**src/rtl/cmos_cam_pkg.sv**
```systemverilog
// Shared types and constants for the CMOS camera emulator: FSM states,
// RGB565 pixel layout, colour-bar palette and a counter-width helper.
package cmos_cam_pkg;

    typedef enum logic [2:0] {
        IDLE   = 3'd0,
        VSYNC  = 3'd1,
        VBACK  = 3'd2,
        ACTIVE = 3'd3,
        VFRONT = 3'd4
    } camState_e;

    typedef struct packed {
        logic [4:0] red;
        logic [5:0] green;
        logic [4:0] blue;
    } rgb565_t;

    localparam rgb565_t BAR_WHITE   = 16'hFFFF;
    localparam rgb565_t BAR_YELLOW  = 16'hFFE0;
    localparam rgb565_t BAR_CYAN    = 16'h07FF;
    localparam rgb565_t BAR_GREEN   = 16'h07E0;
    localparam rgb565_t BAR_MAGENTA = 16'hF81F;
    localparam rgb565_t BAR_RED     = 16'hF800;
    localparam rgb565_t BAR_BLUE    = 16'h001F;
    localparam rgb565_t BAR_BLACK   = 16'h0000;

    // Bar colour by bar index, left to right.
    function automatic rgb565_t barColor(input logic [2:0] idx);
        case (idx)
            3'd0:    return BAR_WHITE;
            3'd1:    return BAR_YELLOW;
            3'd2:    return BAR_CYAN;
            3'd3:    return BAR_GREEN;
            3'd4:    return BAR_MAGENTA;
            3'd5:    return BAR_RED;
            3'd6:    return BAR_BLUE;
            default: return BAR_BLACK;
        endcase
    endfunction

    // Width of a counter running 0..maxCount-1; never narrower than one bit.
    function automatic int unsigned cntWidth(input int unsigned maxCount);
        return (maxCount <= 1) ? 1 : $clog2(maxCount);
    endfunction

endpackage

```
**src/rtl/cmos_pclk_gen.sv**
```systemverilog
// Pixel-clock divider: pclk toggles every CLK_DIV clocks while run is high,
// and is held low with the divider cleared otherwise.
module cmos_pclk_gen
    import cmos_cam_pkg::*;
#(
    parameter int unsigned CLK_DIV = 2
) (
    input  logic clock,
    input  logic resetN,
    input  logic run,
    output logic pclk,
    output logic riseStb_c,
    output logic fallStb_c
);

    localparam int unsigned DIV_W = cntWidth(CLK_DIV);
    localparam logic [DIV_W-1:0] DIV_LAST = DIV_W'(CLK_DIV - 1);

    logic [DIV_W-1:0] divCnt;
    logic             divLast;

    // Strobes mark the clock whose edge moves pclk.
    assign divLast   = run && (divCnt == DIV_LAST);
    assign riseStb_c = divLast && !pclk;
    assign fallStb_c = divLast && pclk;

    always_ff @(posedge clock or negedge resetN) begin
        if (!resetN) begin
            divCnt <= '0;
            pclk   <= 1'b0;
        end else if (!run) begin
            divCnt <= '0;
            pclk   <= 1'b0;
        end else begin
            divCnt <= divLast ? '0 : divCnt + DIV_W'(1);
            if (divLast) begin
                pclk <= !pclk;
            end
        end
    end

endmodule

```
**src/rtl/cmos_cam_emulator.sv**
```systemverilog
// OV-style CMOS camera emulator producing vsync/href/RGB565 byte stream.
// Define CMOS_CAM_EMU_COLORBAR_EN for 8 colour bars instead of the {x,y} pattern.
module cmos_cam_emulator
    import cmos_cam_pkg::*;
#(
    parameter int unsigned H_ACTIVE    = 320,
    parameter int unsigned V_ACTIVE    = 240,
    parameter int unsigned H_BLANK     = 144,
    parameter int unsigned VSYNC_LINES = 3,
    parameter int unsigned V_BACK      = 17,
    parameter int unsigned V_FRONT     = 10,
    parameter int unsigned CLK_DIV     = 2
) (
    input  logic       clock,
    input  logic       resetN,
    input  logic       io_enable,
    output logic       io_busy,
    output logic       io_frameDone,
    output logic       io_cmosCam_pixelclock,
    output logic       io_cmosCam_verticalSync,
    output logic       io_cmosCam_horizontalRef,
    output logic [7:0] io_cmosCam_pixcelData
);

    localparam int unsigned LINE_LEN  = 2 * H_ACTIVE + H_BLANK;
    localparam int unsigned HREF_LEN  = 2 * H_ACTIVE;
    localparam int unsigned BAR_W     = H_ACTIVE / 8;
    localparam int unsigned MAX_AB    = (VSYNC_LINES > V_BACK) ? VSYNC_LINES : V_BACK;
    localparam int unsigned MAX_CD    = (V_ACTIVE > V_FRONT) ? V_ACTIVE : V_FRONT;
    localparam int unsigned MAX_LINES = (MAX_AB > MAX_CD) ? MAX_AB : MAX_CD;
    localparam int unsigned H_W       = cntWidth(LINE_LEN);
    localparam int unsigned L_W       = cntWidth(MAX_LINES);

    camState_e        state, stateNxt;
    logic [H_W-1:0]   hCnt, hNxt, pixX;
    logic [L_W-1:0]   lineCnt, lineNxt;
    logic             lineLast, frameEnd_c, hrefNxt;
    logic [7:0]       dataNxt;
    rgb565_t          pixelNxt;
    logic             fallStb_c;
    logic             unusedRise_c;

    cmos_pclk_gen #(
        .CLK_DIV (CLK_DIV)
    ) u_pclkGen (
        .clock     (clock),
        .resetN    (resetN),
        .run       (io_busy),
        .pclk      (io_cmosCam_pixelclock),
        .riseStb_c (unusedRise_c),
        .fallStb_c (fallStb_c)
    );

    // Next slot: counters advance only on pclk falls; outputs derive from the next slot.
    always_comb begin
        stateNxt   = state;
        hNxt       = hCnt;
        lineNxt    = lineCnt;
        frameEnd_c = 1'b0;
        pixX       = '0;
        pixelNxt   = BAR_BLACK;
        hrefNxt    = 1'b0;
        dataNxt    = 8'h00;

        case (state)
            VSYNC:   lineLast = (lineCnt == L_W'(VSYNC_LINES - 1));
            VBACK:   lineLast = (lineCnt == L_W'(V_BACK - 1));
            ACTIVE:  lineLast = (lineCnt == L_W'(V_ACTIVE - 1));
            VFRONT:  lineLast = (lineCnt == L_W'(V_FRONT - 1));
            default: lineLast = 1'b0;
        endcase

        if (state == IDLE) begin
            if (io_enable) begin
                stateNxt = VSYNC;
                hNxt     = '0;
                lineNxt  = '0;
            end
        end else if (fallStb_c) begin
            if (hCnt == H_W'(LINE_LEN - 1)) begin
                hNxt = '0;
                if (lineLast) begin
                    lineNxt = '0;
                    case (state)
                        VSYNC:   stateNxt = VBACK;
                        VBACK:   stateNxt = ACTIVE;
                        ACTIVE:  stateNxt = VFRONT;
                        VFRONT: begin
                            frameEnd_c = 1'b1;
                            stateNxt   = io_enable ? VSYNC : IDLE;
                        end
                        default: stateNxt = IDLE;
                    endcase
                end else begin
                    lineNxt = lineCnt + L_W'(1);
                end
            end else begin
                hNxt = hCnt + H_W'(1);
            end
        end

        hrefNxt = (stateNxt == ACTIVE) && (hNxt < H_W'(HREF_LEN));
        pixX    = hNxt >> 1;
`ifdef CMOS_CAM_EMU_COLORBAR_EN
        pixelNxt = barColor(3'(pixX / H_W'(BAR_W)));
`else
        pixelNxt = rgb565_t'({8'(pixX), 8'(lineNxt)});
`endif
        // High byte goes out on the even slot of each pixel.
        if (hrefNxt) begin
            dataNxt = hNxt[0] ? pixelNxt[7:0] : pixelNxt[15:8];
        end
    end

    always_ff @(posedge clock or negedge resetN) begin
        if (!resetN) begin
            state                    <= IDLE;
            hCnt                     <= '0;
            lineCnt                  <= '0;
            io_busy                  <= 1'b0;
            io_frameDone             <= 1'b0;
            io_cmosCam_verticalSync  <= 1'b0;
            io_cmosCam_horizontalRef <= 1'b0;
            io_cmosCam_pixcelData    <= 8'h00;
        end else begin
            state                    <= stateNxt;
            hCnt                     <= hNxt;
            lineCnt                  <= lineNxt;
            io_busy                  <= (stateNxt != IDLE);
            io_frameDone             <= frameEnd_c;
            io_cmosCam_verticalSync  <= (stateNxt == VSYNC);
            io_cmosCam_horizontalRef <= hrefNxt;
            io_cmosCam_pixcelData    <= dataNxt;
        end
    end

endmodule
```
**config.mk**
```make
export PLATFORM = sky130hd
export DESIGN_NAME = cmos_cam_emulator
export DESIGN_NICKNAME = d
export VERILOG_FILES = /design/src/rtl/cmos_cam_pkg.sv /design/src/rtl/cmos_pclk_gen.sv /design/src/rtl/cmos_cam_emulator.sv
export SDC_FILE = /design/constraint.sdc
export NUM_CORES = 1
export LEC_CHECK = 0
export CAP_MARGIN = 20
export CORE_ASPECT_RATIO = 1.5
export CORE_MARGIN = 2
export CORE_UTILIZATION = 45
export DETAILED_ROUTE_END_ITERATION = 10
export PLACE_DENSITY = 0.61
export REMOVE_ABC_BUFFERS = 1
export SLEW_MARGIN = 25
export SYNTH_ARGS = -nofsm -noshare
export SYNTH_HDL_FRONTEND = slang
export SYNTH_HIERARCHICAL = 1
export SYNTH_SLANG_ARGS = --single-unit
export TNS_END_PERCENT = 20
```
**constraint.sdc**
```tcl
create_clock -name clock -period 3 [get_ports clock]
set_input_delay 0.6 -clock clock [delete_from_list [all_inputs] [get_ports clock]]
set_output_delay 0.6 -clock clock [all_outputs]
set_load 0.01 [all_outputs]
```
==> run metrics <==
outcome=complete, but fails checks; failing checks=DRC; Final Cycle Share=0.889; Remaining Overflow, GRT=0; Die X=58.9 um; clock buffer depth=2; CTS tree=yes; n_diodes=0; commonest cells after routing, fill and taps aside=dfrtp_1 (35), nand2_1 (29), o21ai_0 (18), clkdlybuf4s50_1 (15), nor2_1 (14); io pins=16; hold buffer count at cts=0; Net count, final=238; post-layout min period=2.67 ns; crit-path max FO=9; H-Tree Depth=2; Die Area=0.00508 mm^2; GPL Wtd Cong=0.875; Inserted Clock Buffers=5; Resized cells post-CTS=0; Design Area, Final=0.00231 mm^2; Setup Fix Bufs, Post-CTS=0; CP endpoint kind=flip-flop; Area Overhead vs Synth=13.7%; Core Rows=29; Syn Std Cell Area=0.00203 mm^2; Post-DRT Antenna Nets=0; highest clock rate=0.375 GHz; # setup viols final=0; HPWL Detailed=3500 um; pin count of the biggest net entering global routing=36; Synth Instances=217; Vias/cell=6.21; Port Buffers=15; Pins Over Slew Limit=0; Fin Clk Skew=0.00744 ns; final worst hold slack=0.526 ns; WL per Instance=17.5 um; worst setup path category=reg2reg; commonest non-fill, non-tap cell in the layout=dfrtp_1; placed instance area=0.00221 mm^2; worst min path class=reg2reg; DRC marker count from the first detailed-route iteration=47; initial antenna violation count=0; number of global-route vias before repair=1698; worst-margin pin slew=0.582 ns; area of the core=0.00428 mm^2; Leakage=1.00 nW; vias post-DR=1740; Peak supply drop=0.475 mV; crit path DAT=2.88 ns; Setup TNS Final=0 ns; Die Y=86.3 um; later-pin clock latency in the skew report=0.29 ns; first-pass detailed-route iteration total=7; Fin. Hold Viols=0; Power Total=1.31 mW; RSZ-0062 raised after global routing=no; Max Cap Viol=0; Sink Count=35; CP Data Required Time=3.21 ns; drt drc=1; layout cells sized above 1=0.111; Pwr Density=568 mW/mm^2; routed wire length=4890 um; crit path launch type=flip-flop; Reg clk slew, reported paths=0.08 ns; Syn. warnings=6; Slew Limit Headroom=0.608; Total GRT Usage=0.208; CTS Root Cell=clkbuf_8; Initial Util=0.475; Mean Syn Cell Area=9.36 um^2; first-pass GRT wire length=8060 um
==> critical path, cell delays in order (launching register included) <==
cell      delay [ns]
dfrtp_1         0.38
and3_2          0.28
or4b_1          0.47
nor3_2          0.35
o21ai_0         0.21
a211o_1         0.34
a22oi_4         0.33
a21boi_1        0.23
==> layer usage <==
metal  vias up  global-route usage  wire length (um)
li1        834                   -                 -
met1       864               0.244              2030
met2        31               0.365              2590
met3        11              0.0358               150
met4         0              0.0909               115
met5         -                   0                 0
==> state kept, by name (all words and copies together), names as in the netlist <==
register and cells:
io_frameDone 1, u_pclkGen/pclk 1, lineCnt 8, io_busy 1
io_cmosCam_verticalSync 1, io_cmosCam_horizontalRef 1, state 3, hCnt 10
u_pclkGen/divCnt 1, io_cmosCam_pixcelData 8
==> power breakdown <==
| part | switching, mW | leakage (nW) | total (mW) | internal [mW] |
|---|---|---|---|---|
| combinational | 0.192 | 0.496 | 0.327 | 0.135 |
| sequential | 0.0817 | 0.455 | 0.605 | 0.524 |
| clock | 0.172 | 0.0505 | 0.381 | 0.209 |
| total | 0.445 | 1.00 | 1.31 | 0.867 |
==> path summary, 6_finish.rpt <==
kind,start,end,slack [ns],depth (start not counted)
worst min-delay path,io_busy,u_pclkGen/pclk,0.53,1
worst max-delay path,u_pclkGen/divCnt,io_cmosCam_pixcelData[6],0.33,7
max in group asynchronous,resetN,io_cmosCam_pixcelData[3],1.93,2
worst max register to register,u_pclkGen/divCnt,io_cmosCam_pixcelData[6],0.33,7
min in group asynchronous,resetN,io_cmosCam_horizontalRef,0.73,2
worst min register to register,io_busy,u_pclkGen/pclk,0.53,1
==> final cells by class <==
cell class	instances	area, um^2
Inverter	4	15.0
Timing Repair Buffer	19	180
Multi-Input combinational cell	168	1080
Clock buffer	7	96.3
Tap cell	46	57.6
Fill cell	391	1970
Clock inverter	1	7.51
Sequential cell	35	876
==> metrics by stage <==
stage                     instances  utilization  worst slack (ns)
after floorplan                 207            -             0.176
after global placement          272        0.515             0.368
after detailed placement        272        0.515             0.219
after CTS                       280        0.540             0.340
after global routing            280        0.540             0.220
final                           280        0.540             0.332
Note: power is estimated with default switching activity, not from simulation.
